**config.mk**
```make
export PLATFORM = sky130hd
export DESIGN_NAME = pcie_tx_arbiter
export DESIGN_NICKNAME = d
export VERILOG_FILES = /design/src/rtl/pcie_tx_arbiter.sv
export SDC_FILE = /design/constraint.sdc
export NUM_CORES = 1
export LEC_CHECK = 0
export ABC_AREA = 1
export CAP_MARGIN = 20
export CORE_AREA = 2 2 107 109
export CTS_CLUSTER_DIAMETER = 200
export DETAILED_ROUTE_END_ITERATION = 7
export DIE_AREA = 0 0 109 111
export GPL_TIMING_DRIVEN = 1
export PLACE_DENSITY_LB_ADDON = 0.05
export REMOVE_ABC_BUFFERS = 1
export SETUP_SLACK_MARGIN = 0.3
export SLEW_MARGIN = 5
export SYNTH_ARGS = -nofsm -noshare
export SYNTH_HDL_FRONTEND = slang
export SYNTH_SLANG_ARGS = --single-unit
```
**constraint.sdc**
```tcl
create_clock -name clk -period 2.1 [get_ports clk]
set_clock_uncertainty 0.05 [all_clocks]
set_input_delay 0.525 -clock clk [delete_from_list [all_inputs] [get_ports clk]]
set_output_delay 0.525 -clock clk [all_outputs]
set_load 0.005 [all_outputs]
```
**src/rtl/pcie_tx_arbiter.sv**
```systemverilog
// Two-requester, packet-atomic round-robin arbiter for the 64-bit PCIe core TX stream.
// A grant is held from the first beat through tlast; one IDLE bubble separates packets.
module pcie_tx_arbiter #(
    parameter int C_DATA_WIDTH = 64,
    parameter int KEEP_WIDTH   = C_DATA_WIDTH / 8,
    parameter int TUSER_WIDTH  = 4,
    parameter int CNT_WIDTH    = 16
) (
    input  logic                    clk,
    input  logic                    sys_rst_n,

    input  logic                    s0_axis_tx_tvalid,
    output logic                    s0_axis_tx_tready,
    input  logic                    s0_axis_tx_tlast,
    input  logic [C_DATA_WIDTH-1:0] s0_axis_tx_tdata,
    input  logic [KEEP_WIDTH-1:0]   s0_axis_tx_tkeep,
    input  logic [TUSER_WIDTH-1:0]  s0_axis_tx_tuser,

    input  logic                    s1_axis_tx_tvalid,
    output logic                    s1_axis_tx_tready,
    input  logic                    s1_axis_tx_tlast,
    input  logic [C_DATA_WIDTH-1:0] s1_axis_tx_tdata,
    input  logic [KEEP_WIDTH-1:0]   s1_axis_tx_tkeep,
    input  logic [TUSER_WIDTH-1:0]  s1_axis_tx_tuser,

    output logic                    m_axis_tx_tvalid,
    input  logic                    m_axis_tx_tready,
    output logic                    m_axis_tx_tlast,
    output logic [C_DATA_WIDTH-1:0] m_axis_tx_tdata,
    output logic [KEEP_WIDTH-1:0]   m_axis_tx_tkeep,
    output logic [TUSER_WIDTH-1:0]  m_axis_tx_tuser,

    output logic [1:0]              grant,
    output logic [CNT_WIDTH-1:0]    pkt_cnt0,
    output logic [CNT_WIDTH-1:0]    pkt_cnt1,
    output logic [1:0]              state_dbg
);

    // Handshake: a beat transfers on a rising edge where tvalid and tready are both high;
    // the source holds tvalid and payload stable until then, and tready may depend on tvalid.
    typedef enum logic [1:0] {
        IDLE = 2'd0,
        GNT0 = 2'd1,
        GNT1 = 2'd2
    } state_t;

    state_t state_q, state_d;
    logic   last_q;
    logic   done0, done1;

    always_comb begin
        state_d           = state_q;
        m_axis_tx_tvalid  = 1'b0;
        m_axis_tx_tlast   = 1'b0;
        m_axis_tx_tdata   = '0;
        m_axis_tx_tkeep   = '0;
        m_axis_tx_tuser   = '0;
        s0_axis_tx_tready = 1'b0;
        s1_axis_tx_tready = 1'b0;
        grant             = 2'b00;
        done0             = 1'b0;
        done1             = 1'b0;
        case (state_q)
            IDLE: begin
                // On a tie, the requester that did not own the link last time wins.
                if (s0_axis_tx_tvalid && s1_axis_tx_tvalid)
                    state_d = last_q ? GNT0 : GNT1;
                else if (s0_axis_tx_tvalid)
                    state_d = GNT0;
                else if (s1_axis_tx_tvalid)
                    state_d = GNT1;
            end
            GNT0: begin
                m_axis_tx_tvalid  = s0_axis_tx_tvalid;
                m_axis_tx_tlast   = s0_axis_tx_tlast;
                m_axis_tx_tdata   = s0_axis_tx_tdata;
                m_axis_tx_tkeep   = s0_axis_tx_tkeep;
                m_axis_tx_tuser   = s0_axis_tx_tuser;
                s0_axis_tx_tready = m_axis_tx_tready;
                grant             = 2'b01;
                done0 = s0_axis_tx_tvalid && m_axis_tx_tready && s0_axis_tx_tlast;
                if (done0)
                    state_d = IDLE;
            end
            GNT1: begin
                m_axis_tx_tvalid  = s1_axis_tx_tvalid;
                m_axis_tx_tlast   = s1_axis_tx_tlast;
                m_axis_tx_tdata   = s1_axis_tx_tdata;
                m_axis_tx_tkeep   = s1_axis_tx_tkeep;
                m_axis_tx_tuser   = s1_axis_tx_tuser;
                s1_axis_tx_tready = m_axis_tx_tready;
                grant             = 2'b10;
                done1 = s1_axis_tx_tvalid && m_axis_tx_tready && s1_axis_tx_tlast;
                if (done1)
                    state_d = IDLE;
            end
            default: state_d = IDLE;
        endcase
    end

    always_ff @(posedge clk or negedge sys_rst_n) begin
        if (!sys_rst_n) begin
            state_q  <= IDLE;
            last_q   <= 1'b1;
            pkt_cnt0 <= '0;
            pkt_cnt1 <= '0;
        end else begin
            state_q <= state_d;
            if (state_q == IDLE && state_d == GNT0)
                last_q <= 1'b0;
            else if (state_q == IDLE && state_d == GNT1)
                last_q <= 1'b1;
            if (done0)
                pkt_cnt0 <= pkt_cnt0 + 1'b1;
            if (done1)
                pkt_cnt1 <= pkt_cnt1 + 1'b1;
        end
    end

    assign state_dbg = state_q;

endmodule

```
### Word-level counts from Yosys, hierarchy flattened

Index checks and enable logic that the tools add are counted.

| storage, ports and cells | value |
|---|---|
| register bits | 35 |
| bits of input ports | 159 |
| output and inout port bits | 116 |
| logic and storage cells | 38 |

| operators by class | value |
|---|---|
| $add $sub $neg | 2 |
| equality and inequality tests | 4 |
| multiplexer cells | 19 |
| reductions and logical operators | 9 |

Operators by type and width:

| operator | number |
|---|---|
| case mux 64 bit (2 select lines) | 1 |
| adder 16 x 1 -> 16 bit, second input constant | 2 |
| case mux 8 bit (2 select lines) | 1 |
| two-way mux 2 bit | 6 |
| case mux 4 bit (2 select lines) | 1 |
| logical AND 1 bit | 7 |
| two-way mux 1 bit | 6 |
| case mux 2 bit (3 select lines) | 1 |
| equality test 2 x 1 -> 1 bit, second input constant | 2 |
| equality test 2 bit, second input constant | 2 |
| case mux 1 bit (2 select lines) | 2 |
| case mux 2 bit (2 select lines) | 1 |
| zero test 2 bit | 1 |
| nonzero test 2 bit | 1 |

### Depth between registers and ports, before layout

| logic depth | value |
|---|---|
| depth after elaboration | 8 |
| gate-level depth with buffers | 11 |
| mapped depth without buffers | 10 |

### Least setup slack after synthesis

OpenSTA, ideal clock, no wires.

| timing | value |
|---|---|
| kind | register to output |
| start | register state_q[0] (netlist: state_dbg[0]) |
| end | output m_axis_tx_tdata[0] |
| arrival time | 1565 ps |
| data required time | 1525 ps |
| path slack | -40 ps |
| stages on the path, launching flop included | 7 |
| buffers on the path | 2 |
| cell sequence | dfrtp_1 inv_1 ha_1 clkinv_1 clkbuf_1 buf_1 a21oi_1 |

| on the way | value |
|---|---|
| cells in the longest elaborated chain, start to end | 2 |
| elaborated cells on any way between the ends | 3 |
| those cells by class | eq/ne: 2; mux: 1 |

Ends and longest elaborated chain:

| what | RTL line | RTL |
|---|---|---|
| from (decl) | 47 | `state_t state_q, state_d;` |
| from (signal assigned) | 108 | `state_q <= state_d;` |
| equality test 2 bit or equality test 2 x 1 -> 1 bit (tied branches) | 63 | `case (state_q)` |
| case mux 64 bit (2 select lines) (*) | 63 |  |
| to (decl) | 29 | `output logic [C_DATA_WIDTH-1:0] m_axis_tx_tdata,` |

Mark *: on every way between the ends. The rest lies on a longest branch, timed or not.

### Worst setup path in the final report

| timing | value |
|---|---|
| start | register state_q[0] (netlist: state_dbg[0]) |
| end | output m_axis_tx_tkeep[0] |

| on the way | value |
|---|---|
| cells in the longest elaborated chain, start to end | 2 |
| elaborated cells on any way between the ends | 3 |
| those cells by class | eq/ne: 2; mux: 1 |

Ends and longest elaborated chain:

| what | RTL line | RTL |
|---|---|---|
| equality test 2 bit or equality test 2 x 1 -> 1 bit (tied branches) | 63 |  |
| case mux 8 bit (2 select lines) (*) | 63 |  |
| to (decl) | 30 | `output logic [KEEP_WIDTH-1:0] m_axis_tx_tkeep,` |

Marked as above.

==> impl_metrics.py <==
metrics = {
    "run_status": {
        "outcome": "finished, violations left",
        "violations": "setup timing",
    },
    "yosys": {
        "synth_cells": 500,
        "yosys-top-cells-area": "dfrtp_1, nand2_1, a21oi_1",
        "synth_top_cell_by_area": "dfrtp_1",
        "async_flop_share_pct": 100,
        "ys_seq_elements": 35,
        "synth_edf_count": 0,
        "syn_area_sq_mm": 0.00308,
        "yosys_warnings": 0,
        "synth_top_cell_area_share_pct": 27.6,
        "synth_area_per_cell_sq_um": 6.16,
        "ys_dominant_reg_cell": "dfrtp_1",
        "seq_area_frac_synth_pct": 28.5,
        "ys_types": 31,
    },
    "setup_path": {
        "worst-setup-path-type": "register to primary output",
        "cp-end-kind": "primary output",
        "cp.arrival_ps": 1700,
        "cp_max_fo": 7,
        "start_kind": "register",
        "crit_required_ps": 1520,
    },
    "sta": {
        "tns_ps": -7970,
        "post-route-period-util_pct": 108,
        "whs_ps": 431,
        "setup_viol": 79,
        "worstMarginPinSlew_ps": 505,
        "max_slew_margin_pct": 66.2,
        "hold_viol": 0,
        "period_needed_ps": 2270,
        "fin_ws_ps": -173,
        "rsz0062_at_grt": "yes",
        "max_freq_mhz": 440,
        "drv_slew": 0,
    },
    "routing": {
        "vias": 4789,
        "viasPerCell": 4.78,
        "drtAntennaViolNets": 0,
        "first_pass_iters": 4,
        "routed_wire_length_per_instance_um": 18.3,
        "drtIter0Drc": 257,
        "route.detailed.drc": 0,
        "wirelength_mm": 18.3,
    },
    "final_layout": {
        "area_growth_pct": 155,
        "fin_util_pct": 70.8,
        "drive_above_1_share_pct": 42.2,
        "nNetsFinal": 1023,
        "fin_area_sq_mm": 0.00784,
    },
    "global_route": {
        "grt_pass1_wl_mm": 24.9,
        "grt_pass1_vias": 4452,
        "antenna_found_initial": 2,
        "overflow": 0,
        "grt_max_degree": 36,
        "grt_usage_pct": 26.8,
    },
    "clocking": {
        "root_buffer": "clkbuf_16",
        "cts-htree-levels": 2,
        "clk_pin_slew_ps": 50,
        "clockBufferDepth": 2,
        "cts_tree": "built",
        "ctsHoldBuffers": 0,
        "clock_latency_ps": 270,
        "numCtsBuffers": 5,
        "clkSinkCount": 35,
    },
    "power_and_ir_drop": {
        "vdd_drop_max_mv": 0.752,
        "pwr_density_cell_mw_per_mm2": 970,
        "power.static_leakage_nw": 3.68,
    },
    "floorplan": {
        "dieArea_sq_mm": 0.0121,
        "core_area_sq_mm": 0.0111,
        "boundaryPins": 275,
        "core.rowCount": 39,
        "die_w_um": 109,
        "start_util_pct": 27.8,
        "die_y_um": 111,
    },
    "flow_run": {
        "drv_cap": 0,
    },
    "placed_design": {
        "dpl-instance-area_sq_mm": 0.00627,
        "gp_congestion": 1.04,
        "port_buffers": 274,
        "place_hpwl_mm": 11.9,
    },
    "hold_path": {
        "hp-class": "register to register",
    },
}
-- layout by cell type, fill, tap and decap left out, types with 5 or more instances in the layout --
master             n
buf_8              5
a21oi_1           15
dlymetal6s2s_1     7
buf_12            17
nor2_4             6
buf_2             76
nand2_2           37
clkdlybuf4s50_1  179
a21oi_2           63
clkbuf_16         11
nand2_4           32
nand2_1          153
inv_1             38
buf_4             39
buf_6             29
buf_16             8
dfrtp_1           32
nor2_1            11
xor2_1            19
nand4_1            9
nand3_1           12
-- Yosys cell counts, types with 4 or more instances --
library cell	n
nand2_1	218
a21oi_1	80
inv_1	43
dfrtp_1	34
nand3_1	19
xor2_1	19
clkbuf_1	17
nor2_1	16
nand4_1	9
ha_1	8
buf_2	6
nor3_1	4
-- sequential cells by signal, indices dropped and copies added, names as in the netlist --
name       flops
last_q         1
pkt_cnt0      16
pkt_cnt1      16
state_dbg      2
-- metrics by stage --
stage               std cells  total power, mW  setup WS (ps)
floorplan                 473             2.29          -1160
global placement          925             4.71           -347
detailed placement        925             4.76           -329
CTS                       974             6.51           -151
global route             1001             8.03           -240
finish                   1002             7.61           -173
-- cell families after synthesis --
logic type      after synthesis  share of synthesized area [%]
fa+ha+maj                     8                           3.25
xor+xnor                     22                           6.26
simple gates                281                           39.2
compound gates               82                           13.4
buf+inv                      72                           9.50
flops                        35                           28.5
-- per-layer routing --
layer / vias up / part of all wire, % / track usage (%)
met3: 53 / 7.4 / 6.29
li1: 2299 / - / -
met1: 2250 / 37 / 30.8
met4: 0 / 4.5 / 10.3
met2: 187 / 51 / 47.0
met5: - / 0 / 0
-- report_power, final --
part | switching, mW | leakage, nW | total, mW | internal, mW
combinational | 2.83 | 3.19 | 5.97 | 3.14
clock | 0.259 | 0.0772 | 0.764 | 0.504
sequential | 0.0916 | 0.414 | 0.871 | 0.779
total | 3.18 | 3.68 | 7.61 | 4.43
-- repair_timing --
item | CTS | global route
endpoints found under the setup margin | 122 | 131
cloned | 10 | 6
pin swaps | 40 | 74
resized for setup | 432 | 163
buffers inserted | 31 | 20
-- critical path, stage by stage, from the launching register on --
cell and delay [ps]:
dfrtp_1 410, inv_2 130, ha_4 170, buf_12 130, buf_12 120, buf_8 110
nand2_2 60, a21oi_2 150, buf_2 140
-- area by class of cell --
type | count | area, sq um
Multi-Input combinational cell | 393 | 2670
Clock buffer | 8 | 156
Timing Repair Buffer | 375 | 3770
Fill cell | 854 | 3230
Inverter | 45 | 179
Tap cell | 143 | 179
Antenna cell | 2 | 5.00
Sequential cell | 35 | 880
Timing Repair inverter | 1 | 7.51
-- worst paths after layout --
check / from / endpoint / slack (ps) / cells past startpoint
hold reg to reg: last_q / last_q / 430 / 2
hold / removal: last_q / last_q / 430 / 2
max in group asynchronous: sys_rst_n / last_q / 1170 / 2
min in group asynchronous: sys_rst_n / pkt_cnt1[13] / 590 / 2
setup reg to reg: state_dbg[1] / pkt_cnt0[10] / 30 / 12
setup / recovery: state_dbg[0] / m_axis_tx_tkeep[0] / -170 / 8
No activity file was read; power rests on OpenSTA's default activity.
